**config.mk**
```make
export PLATFORM = sky130hd
export DESIGN_NAME = boid_fb_writer_flat
export DESIGN_NICKNAME = d
export VERILOG_FILES = /design/src/rtl/boid_fb_writer_if.sv /design/src/rtl/boid_fb_writer.sv /design/src/flat_wrapper.sv
export SDC_FILE = /design/constraint.sdc
export NUM_CORES = 1
export LEC_CHECK = 0
export ABC_AREA = 1
export ABC_CLOCK_PERIOD_IN_PS = 5800
export CORE_ASPECT_RATIO = 0.75
export CORE_UTILIZATION = 34
export CTS_CLUSTER_SIZE = 16
export DETAILED_ROUTE_END_ITERATION = 8
export DONT_BUFFER_PORTS = 1
export GPL_ROUTABILITY_DRIVEN = 0
export SLEW_MARGIN = 20
export SYNTH_ARGS = -nofsm -noshare
export SYNTH_HDL_FRONTEND = slang
export SYNTH_SLANG_ARGS = --single-unit
```
**constraint.sdc**
```tcl
create_clock -name clock -period 5.8 [get_ports clock]
set_clock_uncertainty 0.05 [all_clocks]
set_input_delay 1.16 -clock clock [delete_from_list [all_inputs] [get_ports clock]]
set_output_delay 1.16 -clock clock [all_outputs]
set_load 0.05 [all_outputs]
```
**src/rtl/boid_fb_writer_if.sv**
```systemverilog
// boid_fb_writer_if
//   Bundles the BPU position-update handshake and the framebuffer BRAM write
//   port used by boid_fb_writer.
//   Signals:
//     in_valid / in_ready   update handshake (accept when both high)
//     in_id, in_x, in_y     boid index and top-left sprite position
//     fb_we, fb_addr,       framebuffer write port (20-bit pixel address,
//     fb_wdata              9-bit palette index)
//     done                  one-cycle pulse when an update has finished
//   Modports:
//     master  upstream/testbench side (drives the update, observes the rest)
//     slave   boid_fb_writer side
interface boid_fb_writer_if #(
  parameter int ID_W = 3
);
  logic            in_valid;
  logic            in_ready;
  logic [ID_W-1:0] in_id;
  logic [9:0]      in_x;
  logic [8:0]      in_y;
  logic            fb_we;
  logic [19:0]     fb_addr;
  logic [8:0]      fb_wdata;
  logic            done;

  modport master (
    output in_valid, in_id, in_x, in_y,
    input  in_ready, fb_we, fb_addr, fb_wdata, done
  );

  modport slave (
    input  in_valid, in_id, in_x, in_y,
    output in_ready, fb_we, fb_addr, fb_wdata, done
  );
endinterface

```
**src/rtl/boid_fb_writer.sv**
```systemverilog
// boid_fb_writer
//   Renders boid position updates from the BPU into the VGA framebuffer.
//   Each update erases the boid's previous SIZE x SIZE square in BG_COLOR and
//   then draws the new square in BOID_COLOR, one pixel per clock in raster
//   order (dx fastest). Pixels outside 640x480 are skipped but still take
//   their cycle, so update latency is fixed.
//   Ports:
//     clock   system clock
//     reset   synchronous, active-high
//     bus     boid_fb_writer_if.slave (update handshake + framebuffer port)
//   Configuration macro:
//     BOID_TRAIL_EN  when defined the erase pass is never run, leaving trails;
//                    positions and valid bits are still tracked.
module boid_fb_writer #(
  parameter int         NUM_BOIDS  = 8,
  parameter int         SIZE       = 2,
  parameter logic [7:0] BOID_COLOR = 8'hFF,
  parameter logic [7:0] BG_COLOR   = 8'h00
) (
  input  logic           clock,
  input  logic           reset,
  boid_fb_writer_if.slave bus
);
  localparam int ID_W = $clog2(NUM_BOIDS);
  localparam logic [1:0]    LAST = 2'(SIZE - 1);
  localparam logic [ID_W:0] NB   = (ID_W + 1)'(NUM_BOIDS);

`ifdef BOID_TRAIL_EN
  localparam bit ERASE_EN = 1'b0;
`else
  localparam bit ERASE_EN = 1'b1;
`endif

  // FLUSH covers the cycle in which the final draw write is on the bus;
  // done is registered out of it so it lands on the first IDLE cycle.
  typedef enum logic [1:0] {IDLE, ERASE, DRAW, FLUSH} state_t;

  state_t state, state_d;

  logic [1:0]      dx, dy;
  logic [ID_W-1:0] cur_id;
  logic [9:0]      new_x, old_x;
  logic [8:0]      new_y, old_y;
  logic [9:0]      pos_x [NUM_BOIDS];
  logic [8:0]      pos_y [NUM_BOIDS];
  logic [NUM_BOIDS-1:0] valid;

  logic        accept, id_ok, last_pix;
  logic [9:0]  base_x;
  logic [8:0]  base_y;
  logic [10:0] px;
  logic [9:0]  py;
  logic        clip;
  logic [19:0] addr;

  assign bus.in_ready = (state == IDLE);
  assign accept       = bus.in_valid && bus.in_ready;
  assign id_ok        = {1'b0, bus.in_id} < NB;
  assign last_pix     = (dx == LAST) && (dy == LAST);

  // Current pixel coordinate, clip test and x + 640*y without a multiplier.
  always_comb begin
    base_x = (state == ERASE) ? old_x : new_x;
    base_y = (state == ERASE) ? old_y : new_y;
    px     = {1'b0, base_x} + {9'b0, dx};
    py     = {1'b0, base_y} + {8'b0, dy};
    clip   = (px >= 11'd640) || (py >= 10'd480);
    addr   = {9'b0, px} + {1'b0, py, 9'b0} + {3'b0, py, 7'b0};
  end

  always_ff @(posedge clock) begin
    if (reset) state <= IDLE;
    else       state <= state_d;
  end

  always_comb begin
    state_d = state;
    unique case (state)
      IDLE:  if (accept && id_ok)
               state_d = (ERASE_EN && valid[bus.in_id]) ? ERASE : DRAW;
      ERASE: if (last_pix) state_d = DRAW;
      DRAW:  if (last_pix) state_d = FLUSH;
      FLUSH: state_d = IDLE;
      default: state_d = IDLE;
    endcase
  end

  always_ff @(posedge clock) begin
    if (reset) begin
      valid        <= '0;
      dx           <= '0;
      dy           <= '0;
      bus.fb_we    <= 1'b0;
      bus.fb_addr  <= '0;
      bus.fb_wdata <= '0;
      bus.done     <= 1'b0;
    end else begin
      // An out-of-range id is accepted and dropped: done follows immediately.
      bus.done  <= (state == FLUSH) || (accept && !id_ok);
      bus.fb_we <= 1'b0;

      if (state == ERASE || state == DRAW) begin
        bus.fb_we    <= !clip;
        bus.fb_addr  <= addr;
        bus.fb_wdata <= {1'b0, (state == ERASE) ? BG_COLOR : BOID_COLOR};
        if (dx == LAST) begin
          dx <= '0;
          dy <= (dy == LAST) ? 2'd0 : dy + 2'd1;
        end else begin
          dx <= dx + 2'd1;
        end
      end

      if (accept && id_ok) begin
        cur_id <= bus.in_id;
        new_x  <= bus.in_x;
        new_y  <= bus.in_y;
        old_x  <= pos_x[bus.in_id];
        old_y  <= pos_y[bus.in_id];
        dx     <= '0;
        dy     <= '0;
      end

      if (state == DRAW && last_pix) begin
        pos_x[cur_id] <= new_x;
        pos_y[cur_id] <= new_y;
        valid[cur_id] <= 1'b1;
      end
    end
  end
endmodule

```
**src/flat_wrapper.sv**
```systemverilog
// flat-port wrapper written by rule: the top's interface ports become plain ports
module boid_fb_writer_flat 
#(
  parameter int         NUM_BOIDS  = 8,
  parameter int         SIZE       = 2,
  parameter logic [7:0] BOID_COLOR = 8'hFF,
  parameter logic [7:0] BG_COLOR   = 8'h00
)
  (clock, reset, bus_in_valid, bus_in_id, bus_in_x, bus_in_y, bus_in_ready, bus_fb_we, bus_fb_addr, bus_fb_wdata, bus_done);
  boid_fb_writer_if #(.ID_W(3)) bus_i ();
  input  logic clock;
  input  logic reset;
  input wire logic [$bits(bus_i.in_valid)-1:0] bus_in_valid;
  input wire logic [$bits(bus_i.in_id)-1:0] bus_in_id;
  input wire logic [$bits(bus_i.in_x)-1:0] bus_in_x;
  input wire logic [$bits(bus_i.in_y)-1:0] bus_in_y;
  output wire logic [$bits(bus_i.in_ready)-1:0] bus_in_ready;
  output wire logic [$bits(bus_i.fb_we)-1:0] bus_fb_we;
  output wire logic [$bits(bus_i.fb_addr)-1:0] bus_fb_addr;
  output wire logic [$bits(bus_i.fb_wdata)-1:0] bus_fb_wdata;
  output wire logic [$bits(bus_i.done)-1:0] bus_done;
  assign bus_i.in_valid = bus_in_valid;
  assign bus_i.in_id = bus_in_id;
  assign bus_i.in_x = bus_in_x;
  assign bus_i.in_y = bus_in_y;
  assign bus_in_ready = bus_i.in_ready;
  assign bus_fb_we = bus_i.fb_we;
  assign bus_fb_addr = bus_i.fb_addr;
  assign bus_fb_wdata = bus_i.fb_wdata;
  assign bus_done = bus_i.done;
  boid_fb_writer #(.NUM_BOIDS(NUM_BOIDS), .SIZE(SIZE), .BOID_COLOR(BOID_COLOR), .BG_COLOR(BG_COLOR)) u_core (.clock(clock), .reset(reset), .bus(bus_i));
endmodule
```
# After elaboration in Yosys (flattened, before gate mapping)
# Memories as Yosys holds them, arrays and structs flattened. A register that Yosys moved wholly into a read port is not among the register bits.
# Index checks and enable logic that the tools add are counted.
# W data, S select, Z words.
classes:
  n_addsub: 6
  reduce_logical: 13
  mux: 17
  n_eq_ne: 8
  magnitude_cmp: 5
  n_bitwise: 3
ops:
  columns: ["cell", "n"]
  rows:
  - ["$add A11 B19 Y20", 1]
  - ["$add A20 B17 Y20", 1]
  - ["$mux W2", 6]
  - ["$add A10 B2 Y11", 1]
  - ["$ge A11 B10 Y1 const B", 1]
  - ["$add A9 B2 Y10", 1]
  - ["$ge A10 B9 Y1 const B", 1]
  - ["$mux W10", 1]
  - ["$mux W9", 1]
  - ["$lt A3 B4 Y1 const B", 2]
  - ["$mux W8", 1]
  - ["$or A8 B8 Y8", 1]
  - ["$pmux W2 S4", 1]
  - ["$eq A2 B1 Y1 const B", 3]
  - ["$mux W1", 5]
  - ["$add A2 B1 Y2 const B", 2]
  - ["$eq A2 B2 Y1 const B", 2]
  - ["$logic_and A1 B1 Y1", 4]
  - ["$ne A2 B1 Y1 const B", 2]
  - ["$reduce_and A2 Y1", 2]
  - ["$reduce_or A2 Y1", 2]
  - ["$bmux W1 S3", 1]
  - ["$demux W1 S3", 1]
  - ["$ge A3 B1 Y1 const B", 1]
  - ["6 further kinds", 8]
totals:
  ramBits: 152
  input_bits: 25
  memories: 2
  output_inout_bits: 32
  reg_bits: 66
  wordCells: 65
memory_table:
  columns: ["name", "words", "width", "read_ports", "rd_ports_with_merged_regs", "wr", "line_no", "text"]
  rows:
  - ["u_core.pos_x", 8, 10, 1, 1, 1, "boid_fb_writer.sv:44", "logic [9:0] pos_x [NUM_BOIDS];"]
  - ["u_core.pos_y", 8, 9, 1, 1, 1, "boid_fb_writer.sv:45", "logic [8:0] pos_y [NUM_BOIDS];"]

# Depth between registers and ports, before layout
depth:
  word_depth: 6
  depth_mapped: 30
  ltp_nobuf: 28

# Least setup slack after synthesis
# Ideal clock, no wire load.
synth_path:
  kind: "in2reg"
  start: "in reset"
  end: "reg u_core.cur_id[0] (enable)"
  arrival_time_ps: 3316
  setup_slack_ps: 1994
  path_stages: 3
  n_path_buf: 2
  t_required_ps: 5311
  setup_ps: 439
  path_cell_list: "clkbuf_1 > clkbuf_1 > nor2_1"
synth_between:
  elab_chain_cells: 2
synth_lines:
  columns: ["element", "line_no", "text"]
  rows:
  - ["start: declaration", "flat_wrapper.sv:12", "input logic reset;"]
  - ["$not A1 Y1 (no line)", null, null]
  - ["$reduce_and A2 Y1 (no line)", null, null]
  - ["end signal: assignment", "boid_fb_writer.sv:115", "cur_id <= bus.in_id;"]
  - ["end: declaration", "boid_fb_writer.sv:41", "logic [ID_W-1:0] cur_id;"]
# Every way passes these cells.
# A chain may end at the register's enable or synchronous reset.

# Final worst setup path
layout_path:
  start: "reg u_core.state[1]"
  end: "reg u_core.bus.fb_addr[16]"
layout_between:
  elab_chain_cells: 5
  word_cells_on_any_way: 9
  cone_classes: "add/sub (4); eq/ne (2); mux (2); reduce/logical (1)"
layout_lines:
  columns: ["element", "line_no", "text"]
  rows:
  - ["start: declaration", "boid_fb_writer.sv:38", "state_t state, state_d;"]
  - ["start signal: assignment", "boid_fb_writer.sv:73", "else state <= state_d;"]
  - ["$eq A2 B1 Y1", "boid_fb_writer.sv:63, boid_fb_writer.sv:64, boid_fb_writer.sv:102", null]
  - ["$mux W10 / $mux W9 (equally long branches)", "boid_fb_writer.sv:63, boid_fb_writer.sv:64", null]
  - ["$add A10 B2 Y11 / $add A9 B2 Y10 (equally long branches)", "boid_fb_writer.sv:65, boid_fb_writer.sv:66", null]
  - ["$add A11 B19 Y20", "boid_fb_writer.sv:68", "addr = {9'b0, px} + {1'b0, py, 9'b0} + {3'b0, py, 7'b0};"]
  - ["$add A20 B17 Y20", "boid_fb_writer.sv:68", null]
  - ["end signal: assignment", "boid_fb_writer.sv:104", "bus.fb_addr <= addr;"]
  - ["end: declaration", "boid_fb_writer_if.sv:33", "output in_ready, fb_we, fb_addr, fb_wdata, done"]
# Several ways; a longest one is shown, not always the timed one.

==> impl_metrics.py <==
metrics = {
    "clock_network": {
        "cts_resized": 0,
        "cts_setup_buffers": 0,
        "clock_sinks": 230,
        "path_clk_slew_ns": 0.07,
        "clockRootBuffer": "clkbuf_16",
        "hold_buffers": 0,
        "cts_max_path_buffers": 3,
        "h-tree-depth": 1,
        "clock_latency_ns": 0.55,
        "cts_tree": "yes",
        "numCtsBuffers": 24,
    },
    "worst_hold_path": {
        "timing.hold.worst.class": "flip-flop to flip-flop",
        "whs_path_depth": 2,
    },
    "worst_setup_path": {
        "critPathRequiredTime_ns": 6.19,
        "worst-path-max-fanout": 25,
        "critPathKind": "flip-flop to flip-flop",
        "cp.arrival_ns": 4.86,
        "endpoint_kind": "flip-flop",
        "start_kind": "flip-flop",
        "rr_worst_depth": 25,
    },
    "global_routing": {
        "grt_overflow": 0,
        "grt_usage": 0.153,
        "grt_pass1_wl_um": 36600,
        "antenna_found_initial": 0,
        "grt_pass1_vias": 6280,
        "grt_start_max_net_pins": 86,
    },
    "yosys": {
        "syn_nets": 1036,
        "synthesis.area_mm2": 0.0102,
        "ys_seq_elements": 230,
        "postSynthAreaPerCell_um2": 10.4,
        "ys_seq_area_frac": 0.640,
        "synthCells": 980,
        "ys_types": 36,
        "ys_warn_count": 0,
    },
    "layout": {
        "fillers": 2875,
        "register_area_mm2": 0.00654,
        "n_antenna_cell": 0,
        "final_common_cell": "edfxtp_1",
        "drive_gt1_frac": 0.0893,
        "final_cell_mix": "edfxtp_1 (193), nor2_1 (192), nand2_1 (121), o21ai_0 (107), inv_1 (94)",
        "final_cell_count_no_fill": 1377,
        "fin_nets": 1025,
        "multi_input_area_mm2": 0.00308,
        "area_delta_synth_final_pct": 10.8,
    },
    "power": {
        "p_switching_mw": 1.82,
        "pwr-share-clk": 0.297,
        "p_int_mw": 3.15,
        "switching_share": 0.366,
        "p_leak_nw": 4.25,
        "vdd_drop_max_uv": 267,
        "p_seq_frac": 0.458,
        "p_total_mw": 4.97,
        "p_per_area_mw_per_mm2": 439,
        "pwr-share-comb": 0.245,
    },
    "detailed_routing": {
        "ant_nets": 0,
        "vias": 6712,
        "drc": 0,
        "post_drt_via_cell_ratio": 4.87,
        "drtPass1Iterations": 5,
        "drt_wl_total_um": 23600,
        "routedWlPerCell_um": 17.2,
        "drtIter0Drc": 526,
    },
    "sta": {
        "slew_violations": 0,
        "fin_crit_ns": 4.47,
        "period_share": 0.770,
        "tns_ns": 0,
        "worst_slew_pin_slew_ns": 1.14,
        "fmax_mhz": 224,
        "relSlewSlack": 0.239,
        "hold_viol": 0,
        "finalSetupViolCount": 0,
        "rsz0062_at_grt": "false",
    },
    "placement": {
        "placed_cells_incl_taps": 1335,
        "dp_hpwl_um": 14500,
        "portBuffers": 0,
    },
    "job": {
        "drv_cap": 0,
    },
    "die": {
        "rows": 54,
        "core_area_mm2": 0.0293,
        "start_util": 0.348,
        "die_y_um": 152,
        "pin_count": 57,
        "die_w_um": 202,
        "dieArea_mm2": 0.0308,
    },
    "status": {
        "outcome": "finished clean",
    },
}
[worst paths after layout]
check,end,slack (ns),start
max,u_core.bus.fb_addr[16]$_SDFFE_PP0P_,1.33,u_core.state[1]$_SDFFE_PP0P_
min,u_core.valid[7]$_SDFFE_PP0P_,0.42,u_core.valid[7]$_SDFFE_PP0P_
max reg2reg,u_core.bus.fb_addr[16]$_SDFFE_PP0P_,1.33,u_core.state[1]$_SDFFE_PP0P_
min reg2reg,u_core.valid[7]$_SDFFE_PP0P_,0.42,u_core.valid[7]$_SDFFE_PP0P_
[critical path, stage by stage (launching register included)]
cell and delay, ns:
dfxtp_1 0.34, inv_1 0.09, ha_1 0.80, inv_4 0.21, nand2_1 0.11, nand2_1 0.08, ha_1 0.21, fa_1 0.42
nand2_2 0.11, nor2_4 0.05, nand2_1 0.06, nand2_1 0.04, nand2_1 0.08, inv_1 0.05, ha_1 0.27, ha_1 0.21
inv_1 0.07, fa_1 0.42, inv_1 0.10, nand3_1 0.06, nand2_1 0.11, nand4_1 0.12, nand3_1 0.10, nand3_1 0.07
o211ai_1 0.09, inv_1 0.05
[logic make-up (layout without fill, tap and decap cells)]
kind of cell	count (synthesis)	after routing	synth area share
AO/OA/AOI/OAI	185	185	0.0993
XOR/XNOR	9	9	0.00772
adder cells (fa/ha/maj)	31	31	0.0416
buffers and inverters	149	154	0.0627
flip-flops	230	230	0.640
other	1	1	0.000367
AND/OR/NAND/NOR	375	375	0.149
[per-stage QoR]
step	util	setup slack [ns]	area, um2	hold slack [ns]
after floorplan	-	1.99	10200	0.378
after global placement	0.361	1.46	10600	0.392
after detailed placement	0.361	1.34	10600	0.401
after CTS	0.386	1.34	11300	0.416
after global routing	0.386	0.973	11300	0.436
final	0.386	1.33	11300	0.416
[flip-flops by register name, summed over array words and instances, names as in the netlist]
register / cells
u_core.valid: 8
u_core.bus.fb_wdata: 1
u_core.bus.fb_we: 1
u_core.new_y: 9
u_core.pos_x: 80
u_core.bus.fb_addr: 20
u_core.state: 2
u_core.dy: 2
u_core.new_x: 10
u_core.old_x: 10
u_core.pos_y: 72
u_core.bus.done: 1
u_core.old_y: 9
u_core.cur_id: 3
u_core.dx: 2
[Yosys cell counts]
cell type / count / area share
o41ai_1: 1 / 0.00086
xnor2_1: 3 / 0.0026
o21a_1: 1 / 0.00074
a21oi_1: 19 / 0.0093
or2_2: 1 / 0.00061
nand3_1: 29 / 0.014
fa_1: 5 / 0.0098
nand2_1: 121 / 0.044
clkbuf_2: 1 / 0.00049
xor2_1: 6 / 0.0051
buf_4: 8 / 0.0059
o21ai_0: 107 / 0.052
inv_4: 1 / 0.00061
o21ai_2: 4 / 0.0034
nor2_4: 3 / 0.0033
a31oi_1: 20 / 0.012
conb_1: 1 / 0.00037
dfxtp_1: 37 / 0.072
buf_8: 1 / 0.0015
nor2_2: 2 / 0.0012
nand2_2: 13 / 0.0080
nor3_1: 1 / 0.00049
inv_2: 4 / 0.0015
o22ai_1: 22 / 0.013
o211ai_1: 3 / 0.0022
nand4_1: 4 / 0.0024
inv_1: 95 / 0.035
ha_1: 26 / 0.032
o21ai_1: 5 / 0.0024
buf_6: 3 / 0.0033
edfxtp_1: 193 / 0.57
nor2_1: 201 / 0.074
clkbuf_1: 25 / 0.0092
buf_2: 11 / 0.0054
a21o_1: 1 / 0.00074
o21bai_1: 2 / 0.0015
[metal layers]
metal  vias up  part of all wire  global-route usage
li1       3286                 -                   -
met1      3211              0.50               0.229
met2       184              0.42               0.226
met3        31             0.059              0.0317
met4         0             0.018              0.0344
met5         -                 0                   0
[power groups by stage]
| stage | registers (mW) | clock network (mW) | logic [mW] |
|---|---|---|---|
| 2_1_floorplan | 2.19 | 0 | 1.05 |
| 3_3_place_gp | 2.30 | 0 | 1.20 |
| 3_5_place_dp | 2.31 | 0 | 1.21 |
| 4_1_cts | 2.27 | 1.51 | 1.22 |
| 5_1_grt | 2.29 | 1.57 | 1.39 |
| 6_report | 2.27 | 1.48 | 1.22 |
[layout make-up]
cell class                      instances  area share
Sequential cell                       230       0.578
Multi-Input combinational cell        601       0.272
Clock buffer                           27      0.0540
Tap cell                              392      0.0433
Inverter                              100      0.0334
Clock inverter                         15      0.0118
Timing Repair Buffer                   12     0.00796
(Power assumes the default switching activity.)
